`config.mk`:
```
export PLATFORM = sky130hd
export DESIGN_NAME = rv32i_lsu_flat
export DESIGN_NICKNAME = d
export VERILOG_FILES = /design/src/rtl/rv32i_pkg.sv /design/src/rtl/rv32i_lsu_if.sv /design/src/rtl/rv32i_lsu_align.sv /design/src/rtl/rv32i_lsu.sv /design/src/flat_wrapper.sv
export SDC_FILE = /design/constraint.sdc
export NUM_CORES = 1
export LEC_CHECK = 0
export ABC_AREA = 1
export CORE_AREA = 2 2 119 121
export DETAILED_ROUTE_END_ITERATION = 6
export DIE_AREA = 0 0 121 123
export GPL_TIMING_DRIVEN = 0
export PLACE_DENSITY_LB_ADDON = 0.25
export SLEW_MARGIN = 40
export SYNTH_ARGS = -nofsm -noshare
export SYNTH_HDL_FRONTEND = slang
export SYNTH_SLANG_ARGS = --single-unit
```
`constraint.sdc`:
```
create_clock -name clk -period 1.45 [get_ports clk]
set_input_delay 0.29 -clock clk [delete_from_list [all_inputs] [get_ports clk]]
set_output_delay 0.29 -clock clk [all_outputs]
set_load 0.05 [all_outputs]
```
`src/rtl/rv32i_pkg.sv`:
```
// Shared types and constants for the RV32I load/store unit: FSM states,
// funct3 size codes, byte-mask constants and the funct3 legality check.
package rv32i_pkg;

  typedef enum logic [1:0] {
    S_IDLE = 2'd0,
    S_REQ  = 2'd1,
    S_DONE = 2'd2
  } state_t;

  localparam logic [2:0] F3_B  = 3'b000;
  localparam logic [2:0] F3_H  = 3'b001;
  localparam logic [2:0] F3_W  = 3'b010;
  localparam logic [2:0] F3_BU = 3'b100;
  localparam logic [2:0] F3_HU = 3'b101;

  localparam logic [3:0] MASK_NONE = 4'b0000;
  localparam logic [3:0] MASK_B0   = 4'b0001;
  localparam logic [3:0] MASK_LO   = 4'b0011;
  localparam logic [3:0] MASK_HI   = 4'b1100;
  localparam logic [3:0] MASK_ALL  = 4'b1111;

  // Stores only have signed-size encodings; the unsigned ones are load-only.
  function automatic logic f3_supported(input logic [2:0] f3, input logic we);
    logic ok;
    ok = 1'b0;
    case (f3)
      F3_B, F3_H, F3_W: ok = 1'b1;
      F3_BU, F3_HU:     ok = !we;
      default:          ok = 1'b0;
    endcase
    return ok;
  endfunction

endpackage

```
`src/rtl/rv32i_lsu_if.sv`:
```
// Data-memory request/ready port between the load/store unit and memory.
interface rv32i_lsu_if #(
  parameter int unsigned ADDR_W = 32,
  parameter int unsigned DATA_W = 32
);
  logic                  mem_req_o;
  logic                  mem_we_o;
  logic [ADDR_W-1:0]     mem_addr_o;
  logic [DATA_W-1:0]     mem_wdata_o;
  logic [DATA_W/8-1:0]   mem_wmask_o;
  logic                  mem_ready_i;
  logic [DATA_W-1:0]     mem_rdata_i;

  modport master (
    output mem_req_o, mem_we_o, mem_addr_o, mem_wdata_o, mem_wmask_o,
    input  mem_ready_i, mem_rdata_i
  );

  modport slave (
    input  mem_req_o, mem_we_o, mem_addr_o, mem_wdata_o, mem_wmask_o,
    output mem_ready_i, mem_rdata_i
  );
endinterface

```
`src/rtl/rv32i_lsu_align.sv`:
```
// Combinational byte-lane logic: store replication/write mask and
// load extraction with sign/zero extension.
module rv32i_lsu_align
  import rv32i_pkg::*;
(
  input  logic [2:0]  st_f3,
  input  logic [1:0]  st_lane,
  input  logic [31:0] st_data,
  output logic [31:0] st_wdata_c,
  output logic [3:0]  st_mask_c,
  input  logic [2:0]  ld_f3,
  input  logic [1:0]  ld_lane,
  input  logic [31:0] ld_rdata,
  output logic [31:0] ld_data_c
);

  logic [1:0]  ld_shift;
  logic [31:0] ld_sh;

  // Store path: replicate the datum across lanes and enable only its bytes.
  always_comb begin
    st_wdata_c = st_data;
    st_mask_c  = MASK_NONE;
    case (st_f3)
      F3_B: begin
        st_wdata_c = {4{st_data[7:0]}};
        st_mask_c  = MASK_B0 << st_lane;
      end
      F3_H: begin
        st_wdata_c = {2{st_data[15:0]}};
        st_mask_c  = st_lane[1] ? MASK_HI : MASK_LO;
      end
      F3_W:    st_mask_c = MASK_ALL;
      default: st_mask_c = MASK_NONE;
    endcase
  end

  // Load path: halfwords ignore addr[0], words ignore both low bits.
  always_comb begin
    ld_shift  = 2'b00;
    ld_data_c = '0;
    case (ld_f3)
      F3_B, F3_BU: ld_shift = ld_lane;
      F3_H, F3_HU: ld_shift = {ld_lane[1], 1'b0};
      default:     ld_shift = 2'b00;
    endcase
    ld_sh = ld_rdata >> {ld_shift, 3'b000};
    case (ld_f3)
      F3_B:    ld_data_c = {{24{ld_sh[7]}}, ld_sh[7:0]};
      F3_BU:   ld_data_c = {24'h0, ld_sh[7:0]};
      F3_H:    ld_data_c = {{16{ld_sh[15]}}, ld_sh[15:0]};
      F3_HU:   ld_data_c = {16'h0, ld_sh[15:0]};
      F3_W:    ld_data_c = ld_rdata;
      default: ld_data_c = '0;
    endcase
  end

endmodule

```
`src/rtl/rv32i_lsu.sv`:
```
// RV32I multi-cycle load/store unit (IDLE -> REQ -> DONE).
// Define LSU_MISALIGN_TRAP_EN to trap misaligned H/W accesses via misaligned_o.
module rv32i_lsu
  import rv32i_pkg::*;
#(
  parameter int unsigned ADDR_W = 32,
  parameter int unsigned DATA_W = 32
) (
  input  logic              clk,
  input  logic              rst,
  input  logic              req_valid_i,
  input  logic              is_load_i,
  input  logic              is_store_i,
  input  logic [2:0]        funct3_i,
  input  logic [ADDR_W-1:0] addr_i,
  input  logic [DATA_W-1:0] store_data_i,
  output logic              stall_o,
  output logic              done_o,
  output logic [DATA_W-1:0] load_data_o,
  output logic              access_err_o,
`ifdef LSU_MISALIGN_TRAP_EN
  output logic              misaligned_o,
`endif
  rv32i_lsu_if.master       mem
);

  state_t            state_q, state_d;
  logic [ADDR_W-1:0] addr_q, addr_d;
  logic [2:0]        f3_q, f3_d;
  logic              we_q, we_d;
  logic [DATA_W-1:0] wdata_q, wdata_d;
  logic [3:0]        wmask_q, wmask_d;
  logic [DATA_W-1:0] ld_q, ld_d;
  logic              err_q, err_d;
  logic [31:0]       st_wdata_c, ld_data_c;
  logic [3:0]        st_mask_c;

`ifdef LSU_MISALIGN_TRAP_EN
  logic mis_q, mis_d;
  logic misalign_c;

  assign misalign_c = ((funct3_i[1:0] == 2'b01) && addr_i[0]) ||
                      ((funct3_i[1:0] == 2'b10) && (addr_i[1:0] != 2'b00));
  assign misaligned_o = mis_q;
`endif

  rv32i_lsu_align u_align (
    .st_f3      (funct3_i),
    .st_lane    (addr_i[1:0]),
    .st_data    (store_data_i),
    .st_wdata_c (st_wdata_c),
    .st_mask_c  (st_mask_c),
    .ld_f3      (f3_q),
    .ld_lane    (addr_q[1:0]),
    .ld_rdata   (mem.mem_rdata_i),
    .ld_data_c  (ld_data_c)
  );

  // Next-state and datapath capture; stall_o is the only combinational output.
  always_comb begin
    state_d = state_q;
    addr_d  = addr_q;
    f3_d    = f3_q;
    we_d    = we_q;
    wdata_d = wdata_q;
    wmask_d = wmask_q;
    ld_d    = ld_q;
    err_d   = err_q;
`ifdef LSU_MISALIGN_TRAP_EN
    mis_d   = mis_q;
`endif
    stall_o = 1'b0;
    case (state_q)
      S_IDLE: begin
        if (req_valid_i && (is_load_i || is_store_i)) begin
          stall_o = 1'b1;
          addr_d  = addr_i;
          f3_d    = funct3_i;
          we_d    = is_store_i;
          wdata_d = st_wdata_c;
          wmask_d = is_store_i ? st_mask_c : MASK_NONE;
          if (!f3_supported(funct3_i, is_store_i)) begin
            err_d   = 1'b1;
            ld_d    = '0;
            state_d = S_DONE;
          end
`ifdef LSU_MISALIGN_TRAP_EN
          else if (misalign_c) begin
            mis_d   = 1'b1;
            state_d = S_DONE;
          end
`endif
          else begin
            state_d = S_REQ;
          end
        end
      end
      S_REQ: begin
        stall_o = 1'b1;
        if (mem.mem_ready_i) begin
          if (!we_q) ld_d = ld_data_c;
          state_d = S_DONE;
        end
      end
      S_DONE: begin
        err_d   = 1'b0;
`ifdef LSU_MISALIGN_TRAP_EN
        mis_d   = 1'b0;
`endif
        state_d = S_IDLE;
      end
      default: state_d = S_IDLE;
    endcase
  end

  always_ff @(posedge clk) begin
    if (rst) begin
      state_q <= S_IDLE;
      addr_q  <= '0;
      f3_q    <= '0;
      we_q    <= 1'b0;
      wdata_q <= '0;
      wmask_q <= '0;
      ld_q    <= '0;
      err_q   <= 1'b0;
`ifdef LSU_MISALIGN_TRAP_EN
      mis_q   <= 1'b0;
`endif
    end else begin
      state_q <= state_d;
      addr_q  <= addr_d;
      f3_q    <= f3_d;
      we_q    <= we_d;
      wdata_q <= wdata_d;
      wmask_q <= wmask_d;
      ld_q    <= ld_d;
      err_q   <= err_d;
`ifdef LSU_MISALIGN_TRAP_EN
      mis_q   <= mis_d;
`endif
    end
  end

  assign done_o          = (state_q == S_DONE);
  assign access_err_o    = err_q;
  assign load_data_o     = ld_q;
  assign mem.mem_req_o   = (state_q == S_REQ);
  assign mem.mem_we_o    = we_q;
  assign mem.mem_addr_o  = {addr_q[ADDR_W-1:2], 2'b00};
  assign mem.mem_wdata_o = wdata_q;
  assign mem.mem_wmask_o = wmask_q;

endmodule

```
`src/flat_wrapper.sv`:
```
// flat-port wrapper written by rule: the top's interface ports become plain ports
module rv32i_lsu_flat import rv32i_pkg::*;
#(
  parameter int unsigned ADDR_W = 32,
  parameter int unsigned DATA_W = 32
)
  (clk, rst, req_valid_i, is_load_i, is_store_i, funct3_i, addr_i, store_data_i, stall_o, done_o, load_data_o, access_err_o, mem_mem_req_o, mem_mem_we_o, mem_mem_addr_o, mem_mem_wdata_o, mem_mem_wmask_o, mem_mem_ready_i, mem_mem_rdata_i);
  rv32i_lsu_if #(.ADDR_W(ADDR_W), .DATA_W(DATA_W)) mem_i ();
  input  logic clk;
  input  logic rst;
  input  logic req_valid_i;
  input  logic is_load_i;
  input  logic is_store_i;
  input  logic [2:0] funct3_i;
  input  logic [ADDR_W-1:0] addr_i;
  input  logic [DATA_W-1:0] store_data_i;
  output logic stall_o;
  output logic done_o;
  output logic [DATA_W-1:0] load_data_o;
  output logic access_err_o;
  output wire logic [$bits(mem_i.mem_req_o)-1:0] mem_mem_req_o;
  output wire logic [$bits(mem_i.mem_we_o)-1:0] mem_mem_we_o;
  output wire logic [$bits(mem_i.mem_addr_o)-1:0] mem_mem_addr_o;
  output wire logic [$bits(mem_i.mem_wdata_o)-1:0] mem_mem_wdata_o;
  output wire logic [$bits(mem_i.mem_wmask_o)-1:0] mem_mem_wmask_o;
  input wire logic [$bits(mem_i.mem_ready_i)-1:0] mem_mem_ready_i;
  input wire logic [$bits(mem_i.mem_rdata_i)-1:0] mem_mem_rdata_i;
  assign mem_mem_req_o = mem_i.mem_req_o;
  assign mem_mem_we_o = mem_i.mem_we_o;
  assign mem_mem_addr_o = mem_i.mem_addr_o;
  assign mem_mem_wdata_o = mem_i.mem_wdata_o;
  assign mem_mem_wmask_o = mem_i.mem_wmask_o;
  assign mem_i.mem_ready_i = mem_mem_ready_i;
  assign mem_i.mem_rdata_i = mem_mem_rdata_i;
  rv32i_lsu #(.ADDR_W(ADDR_W), .DATA_W(DATA_W)) u_core (.clk(clk), .rst(rst), .req_valid_i(req_valid_i), .is_load_i(is_load_i), .is_store_i(is_store_i), .funct3_i(funct3_i), .addr_i(addr_i), .store_data_i(store_data_i), .stall_o(stall_o), .done_o(done_o), .load_data_o(load_data_o), .access_err_o(access_err_o), .mem(mem_i));
endmodule
```
==> results.sh, run 1 <==
export IMPL_cts_max_level=3
export IMPL_hold_end="u_core.mem.mem_we_o"
export IMPL_drt_first_pass_iters=7
export IMPL_critical_path_peak_fanout=4
export IMPL_drtIter0Drc=455
export IMPL_crit_path_start_kind="register"
export IMPL_rsz0062_at_grt="true"
export IMPL_syn_avg_cell_area_um2=6.80
export IMPL_final_common_cell="nand2_1"
export IMPL_status="finished, violations left"
export IMPL_rows=43
export IMPL_p_sw_frac=0.358
export IMPL_cp_buffers_inverters=3
export IMPL_setup_viol=31
export IMPL_setup_ws_ns=-0.0991
export IMPL_violations="negative setup slack"
export IMPL_crit_path_cell_trace="inv_4, buf_4, o21ai_4, buf_8"
export IMPL_drc=0
export IMPL_initial_core_util=0.381
export IMPL_path_clk_slew_ns=0.07
export IMPL_dp_hpwl_mm=13.2
export IMPL_fmax_ghz=0.646
export IMPL_power_density_mw_per_mm2=1020
export IMPL_p_comb_frac=0.346
export IMPL_antenna_found_initial=1
export IMPL_numClockSinks=107
export IMPL_hold_slack_ns=0.261
export IMPL_crit_path_top_delay_cell="dfxtp_4"
export IMPL_cpPeakStageDelay_ns=0.40
export IMPL_critPathCaptureType="output port"
export IMPL_worstMarginPinSlew_ns=0.686
export IMPL_grt_pass1_wl_mm=28.2
export IMPL_cts_root_buf="clkbuf_16"
export IMPL_cts_hold_buf=0
export IMPL_slew_viol_final=0
export IMPL_startpoint="u_core.state_q[0]"
export IMPL_min_path_cells=3
export IMPL_power_leakage_nw=3.68
export IMPL_arrival_ns=1.26
export IMPL_grt_start_max_net_pins=20
export IMPL_io_pins=210
export IMPL_die_x_um=121
export IMPL_clkPwrFrac=0.289
export IMPL_regArea_mm2=0.00216
export IMPL_hp_start="is_store_i"
export IMPL_vdd_drop_max_v=0.000612
export IMPL_fin_nets=1128
export IMPL_crit_type="reg -> out"
export IMPL_syn_area_mm2=0.00518
export IMPL_grt_pass1_vias=5553
export IMPL_grtUsageTotal=0.243
export IMPL_synth_cell_types=24
export IMPL_vias=6103
export IMPL_rrSetupSlack_ns=-0.09
export IMPL_avgRoutedWirePerCell_um=16.0
export IMPL_ant_nets=0
export IMPL_r2r_start="u_core.addr_q[1]"
export IMPL_mostFrequentLayoutCells="nand2_1 (238), dfxtp_1 (101), clkdlybuf4s50_1 (99)"
export IMPL_r2r_end="u_core.load_data_o[7]"
export IMPL_coreArea_mm2=0.0136
export IMPL_drt_wl_total_mm=19.3
export IMPL_clkLatencyLatePin_ns=0.37
export IMPL_area_growth_pct=69.6
export IMPL_nFillCells=1244
export IMPL_gp_congestion=0.929
export IMPL_slew_headroom=0.543
export IMPL_period_share=1.07
export IMPL_gr_total_overflow=0
export IMPL_ys_seq_area_frac=0.413
export IMPL_cts_tree="yes"
export IMPL_hold_viol=0
export IMPL_fin_skew_ns=0.00626
export IMPL_rr_worst_depth=9
export IMPL_power_frac_seq=0.365
export IMPL_hp_class="in -> reg"
export IMPL_via_per_inst=5.05
export IMPL_syn_inst=762
export IMPL_drive_gt1_frac=0.331
export IMPL_p_int_mw=5.74
export IMPL_switchingPower_mw=3.21
export IMPL_min_period_ns=1.55
export IMPL_ctsLongestPathBuffers=2
export IMPL_cts_buffers=9
export IMPL_dieHeight_um=123
export IMPL_die_area_mm2=0.0149
export IMPL_yosys_warnings=0
export IMPL_utilization=0.646
export IMPL_multi_input_area_mm2=0.00293
export IMPL_cp_data_required_time_ns=1.16
export IMPL_drv_cap=0
export IMPL_cp_top_family="flip-flops"
export IMPL_io_buffers=205
export IMPL_yosys_register_bits=107
## registers in the layout, summed over array words and instances, names as in the netlist
name                    count
u_core.state_q              2
u_core.access_err_o         1
u_core.mem.mem_wmask_o      4
u_core.mem.mem_we_o         1
u_core.f3_q                 3
u_core.addr_q              32
u_core.mem.mem_wdata_o     32
u_core.load_data_o         32
## synth_stat cells
library cell,instances,area share
nand2_1,260,0.19
a21oi_1,108,0.10
dfxtp_1,107,0.41
nand3_1,78,0.075
o21ai_0,49,0.047
buf_4,40,0.058
inv_1,26,0.019
nor2_1,24,0.017
clkbuf_1,22,0.016
buf_2,15,0.014
mux2i_1,8,0.015
nand3_2,5,0.0097
inv_2,4,0.0029
nor2_2,4,0.0048
nor3_1,3,0.0029
a21oi_2,1,0.0017
a31oi_1,1,0.0012
buf_1,1,0.00072
buf_6,1,0.0022
conb_1,1,0.00072
nand2_2,1,0.0012
nand4_1,1,0.0012
o21ai_1,1,0.00096
or2_1,1,0.0012
## logic make-up after synthesis
| logic type | synth area share |
|---|---|
| flops | 0.413 |
| buf+inv | 0.113 |
| other cells | 0.000724 |
| compound gates | 0.155 |
| mux | 0.0155 |
| simple gates | 0.302 |
## tightest hold or removal path, delay by kind of cell
| kind | cells | cell delay, ns |
|---|---|---|
| AND/OR/NAND/NOR | 1 | 0.09 |
| AO/OA/AOI/OAI | 1 | 0.05 |
| buffers and inverters | 1 | 0.15 |
## final cells by class
cell class	count	area share
inverters	30	0.0157
well taps	180	0.0256
diodes	1	0.000285
flip-flops and latches	107	0.246
multi-input cells	547	0.333
repair inverters	1	0.000570
plain buffers	79	0.0693
clock inverters	7	0.00954
repair buffers	248	0.274
clock buffers	9	0.0256
## per-layer routing
layer / share of wire / wire length [um] / global-route usage
met5: 0 / 0 / 0
met4: 0.026 / 504 / 0.103
met3: 0.097 / 1870 / 0.0733
met2: 0.47 / 9150 / 0.394
met1: 0.40 / 7780 / 0.301
## power groups by stage
stage | Combinational [mW] | Clock [mW] | Sequential (mW)
6_report | 3.09 | 2.58 | 3.27
5_1_grt | 3.29 | 2.76 | 3.29
4_1_cts | 2.74 | 2.62 | 3.26
3_5_place_dp | 2.62 | 0 | 3.32
3_3_place_gp | 2.61 | 0 | 3.32
2_1_floorplan | 1.23 | 0 | 3.74
## worst max path at each step
stage	end	cells after the start
2_1_floorplan	u_core.load_data_o[0]	7
3_3_place_gp	stall_o	5
3_5_place_dp	stall_o	5
4_1_cts	stall_o	4
5_1_grt	u_core.load_data_o[7]	9
6_report	stall_o	4
## per-stage QoR
step	setup WS (ns)	setup TNS (ns)	std cells	area [um2]	power [mW]
after floorplan	-0.00178	-0.0350	763	5260	4.96
after global placement	-1.07	-68.54	1148	7530	5.93
after detailed placement	-1.06	-67.83	1148	7530	5.94
after CTS	-0.106	-0.125	1185	8200	8.62
after global routing	-0.176	-3.68	1208	8780	9.34
final	-0.0991	-1.34	1209	8790	8.95
## timing repair
| action | in CTS | in global routing |
|---|---|---|
| pin swaps | 11 | 38 |
| setup buffers | 17 | 18 |
| cloned | 4 | 5 |
| setup endpoints to repair | 209 | 113 |
| gates resized for setup | 425 | 160 |
(Power assumes the default switching activity.)
==> run 2, diff against run 1 <==
- MAX_ROUTING_LAYER: not set -> met4
- PLACE_DENSITY: not set -> 0.75
- PLACE_DENSITY_LB_ADDON: 0.25 -> not set
==> run 2 against run 1 <==
The run still ends with negative setup slack left. Design area shrank 2.9%. Register-to-register slack hardly changed. Fmax decreased by 0.62%. Power decreased by 2.5%. Setup slack worse by 0.0097 ns. Worst hold slack improved by 0.12 ns. Final cell count fell by 0.91%. Sequential power hardly changed. Clock-buffer cell count grew 3. Largest cell class unchanged.
==> results.sh, run 2 (synthesis gave the netlist of run 1 again) <==
export IMPL_status="finished, violations left"
export IMPL_violations="negative setup slack"
export IMPL_worstMarginPinSlew_ns=0.675
export IMPL_crit_path_start_kind="register"
export IMPL_setup_viol=33
export IMPL_placed_cells=1148
export IMPL_antenna_found_initial=0
export IMPL_power_leakage_nw=3.54
export IMPL_drc=0
export IMPL_p_comb_frac=0.341
export IMPL_grt_pass1_vias=5519
export IMPL_grt_start_max_net_pins=18
export IMPL_path_clk_slew_ns=0.07
export IMPL_min_period_ns=1.56
export IMPL_fin_nets=1118
export IMPL_drt_wl_total_mm=19.1
export IMPL_regArea_mm2=0.00216
export IMPL_arrival_ns=1.27
export IMPL_drive_gt1_frac=0.292
export IMPL_final_common_cell="nand2_1"
export IMPL_io_pins=210
export IMPL_gp_congestion=0.958
export IMPL_power_frac_seq=0.374
export IMPL_fin_area_mm2=0.00853
export IMPL_gr_total_overflow=0
export IMPL_die_x_um=121
export IMPL_fin_skew_ns=0.00680
export IMPL_place_area_mm2=0.00753
export IMPL_slew_viol_final=0
export IMPL_setup_ws_ns=-0.109
export IMPL_io_buffers=205
export IMPL_cts_max_level=3
export IMPL_area_growth_pct=64.6
export IMPL_ctsLongestPathBuffers=2
export IMPL_via_per_inst=5.14
export IMPL_grtUsageTotal=0.246
export IMPL_slew_headroom=0.550
export IMPL_final_cells=1198
export IMPL_cts_tree="yes"
export IMPL_avgRoutedWirePerCell_um=15.9
export IMPL_clkPwrFrac=0.285
export IMPL_power_density_mw_per_mm2=1020
export IMPL_p_sw_frac=0.355
export IMPL_initial_core_util=0.381
export IMPL_drtIter0Drc=574
export IMPL_ant_nets=0
export IMPL_antenna_cells=0
export IMPL_hold_slack_ns=0.378
export IMPL_cts_hold_buf=0
export IMPL_cp_data_required_time_ns=1.16
export IMPL_multi_input_area_mm2=0.00277
export IMPL_period_share=1.07
export IMPL_hp_class="in -> reg"
export IMPL_dp_hpwl_mm=13.3
export IMPL_switchingPower_mw=3.09
export IMPL_startpoint="u_core.state_q[1]"
export IMPL_crit_type="reg -> out"
export IMPL_drv_cap=0
export IMPL_fmax_ghz=0.642
export IMPL_rsz0062_at_grt="true"
export IMPL_dieHeight_um=123
export IMPL_grt_pass1_wl_mm=27.9
export IMPL_nFillCells=1217
export IMPL_cts_root_buf="clkbuf_16"
export IMPL_vias=6157
export IMPL_p_int_mw=5.63
export IMPL_mostFrequentLayoutCells="nand2_1 (244), dfxtp_1 (101), a21oi_1 (100)"
export IMPL_hp_start="is_store_i"
export IMPL_numClockSinks=107
export IMPL_drt_first_pass_iters=5
export IMPL_clkLatencyLatePin_ns=0.36
export IMPL_critPathCaptureType="output port"
export IMPL_hold_viol=0
export IMPL_critical_path_peak_fanout=5
export IMPL_r2r_start="u_core.f3_q[0]"
export IMPL_die_area_mm2=0.0149
export IMPL_rows=43
export IMPL_coreArea_mm2=0.0136
export IMPL_vdd_drop_max_v=0.000605
export IMPL_cts_buffers=9
[run 2: cell count changes in the layout (fill, tap and decap cells not counted), sizes merged]
cell           before  now
clkdlybuf4s18       1    2
buf               134  118
inv                30   31
diode               1    0
clkinv              5    2
bufinv              1    0
clkinvlp            2    1
clkbuf             31   36
a21oi             109  110
clkdlybuf4s15      69   72
[run 2: per-layer routing]
layer	part of all wire	track usage	vias to the layer above
met3	0.11	0.0683	54
met1	0.39	0.294	2771
met4	0.030	0.0930	0
li1	-	-	2978
met5	0	-	-
met2	0.47	0.397	354
[run 2: cell type report]
class | count | area share
clock buffer | 12 | 0.0312
clock inverter | 4 | 0.00381
timing repair buffer | 239 | 0.275
buffer | 78 | 0.0707
inverter | 30 | 0.0144
sequential | 107 | 0.253
multi-input combinational | 548 | 0.325
tap | 180 | 0.0264
[run 2: critical path, stage by stage (launching register included)]
cell and delay [ns]:
dfxtp_4 0.37, nor2_4 0.15, nand3_4 0.13, o21ai_4 0.09, buf_8 0.16
[run 2: path summary, 6_finish.rpt]
path	end	slack (ns)	cells after the start
setup / recovery	stall_o	-0.11	4
hold / removal	u_core.mem.mem_we_o	0.38	3
setup reg to reg	u_core.load_data_o[15]	-0.08	9
hold reg to reg	u_core.addr_q[25]	0.47	2
[run 2: repair_timing]
| action | CTS | global route |
|---|---|---|
| pin swaps | 10 | 26 |
| setup buffers | 14 | 12 |
| cloned | 4 | 5 |
| resized for setup | 399 | 127 |
| endpoints found under the setup margin | 209 | 109 |
[run 2: power by group through the flow]
| stage | sequential (mW) | clock [mW] | combinational [mW] |
|---|---|---|---|
| CTS | 3.26 | 2.49 | 2.71 |
| finish | 3.27 | 2.49 | 2.97 |
| floorplan | 3.74 | 0 | 1.23 |
| global placement | 3.32 | 0 | 2.60 |
| detailed placement | 3.32 | 0 | 2.61 |
| global route | 3.29 | 2.64 | 3.16 |
[run 2: per-stage QoR]
step           setup slack, ns  power (mW)  setup TNS (ns)  utilization
2_1_floorplan         -0.00178        4.96         -0.0350            -
3_3_place_gp             -1.06        5.92          -66.69        0.554
3_5_place_dp             -1.08        5.93          -70.63        0.554
4_1_cts                -0.0817        8.47         -0.0817        0.603
5_1_grt                 -0.153        9.09           -4.00        0.627
6_report                -0.109        8.72           -1.81        0.627
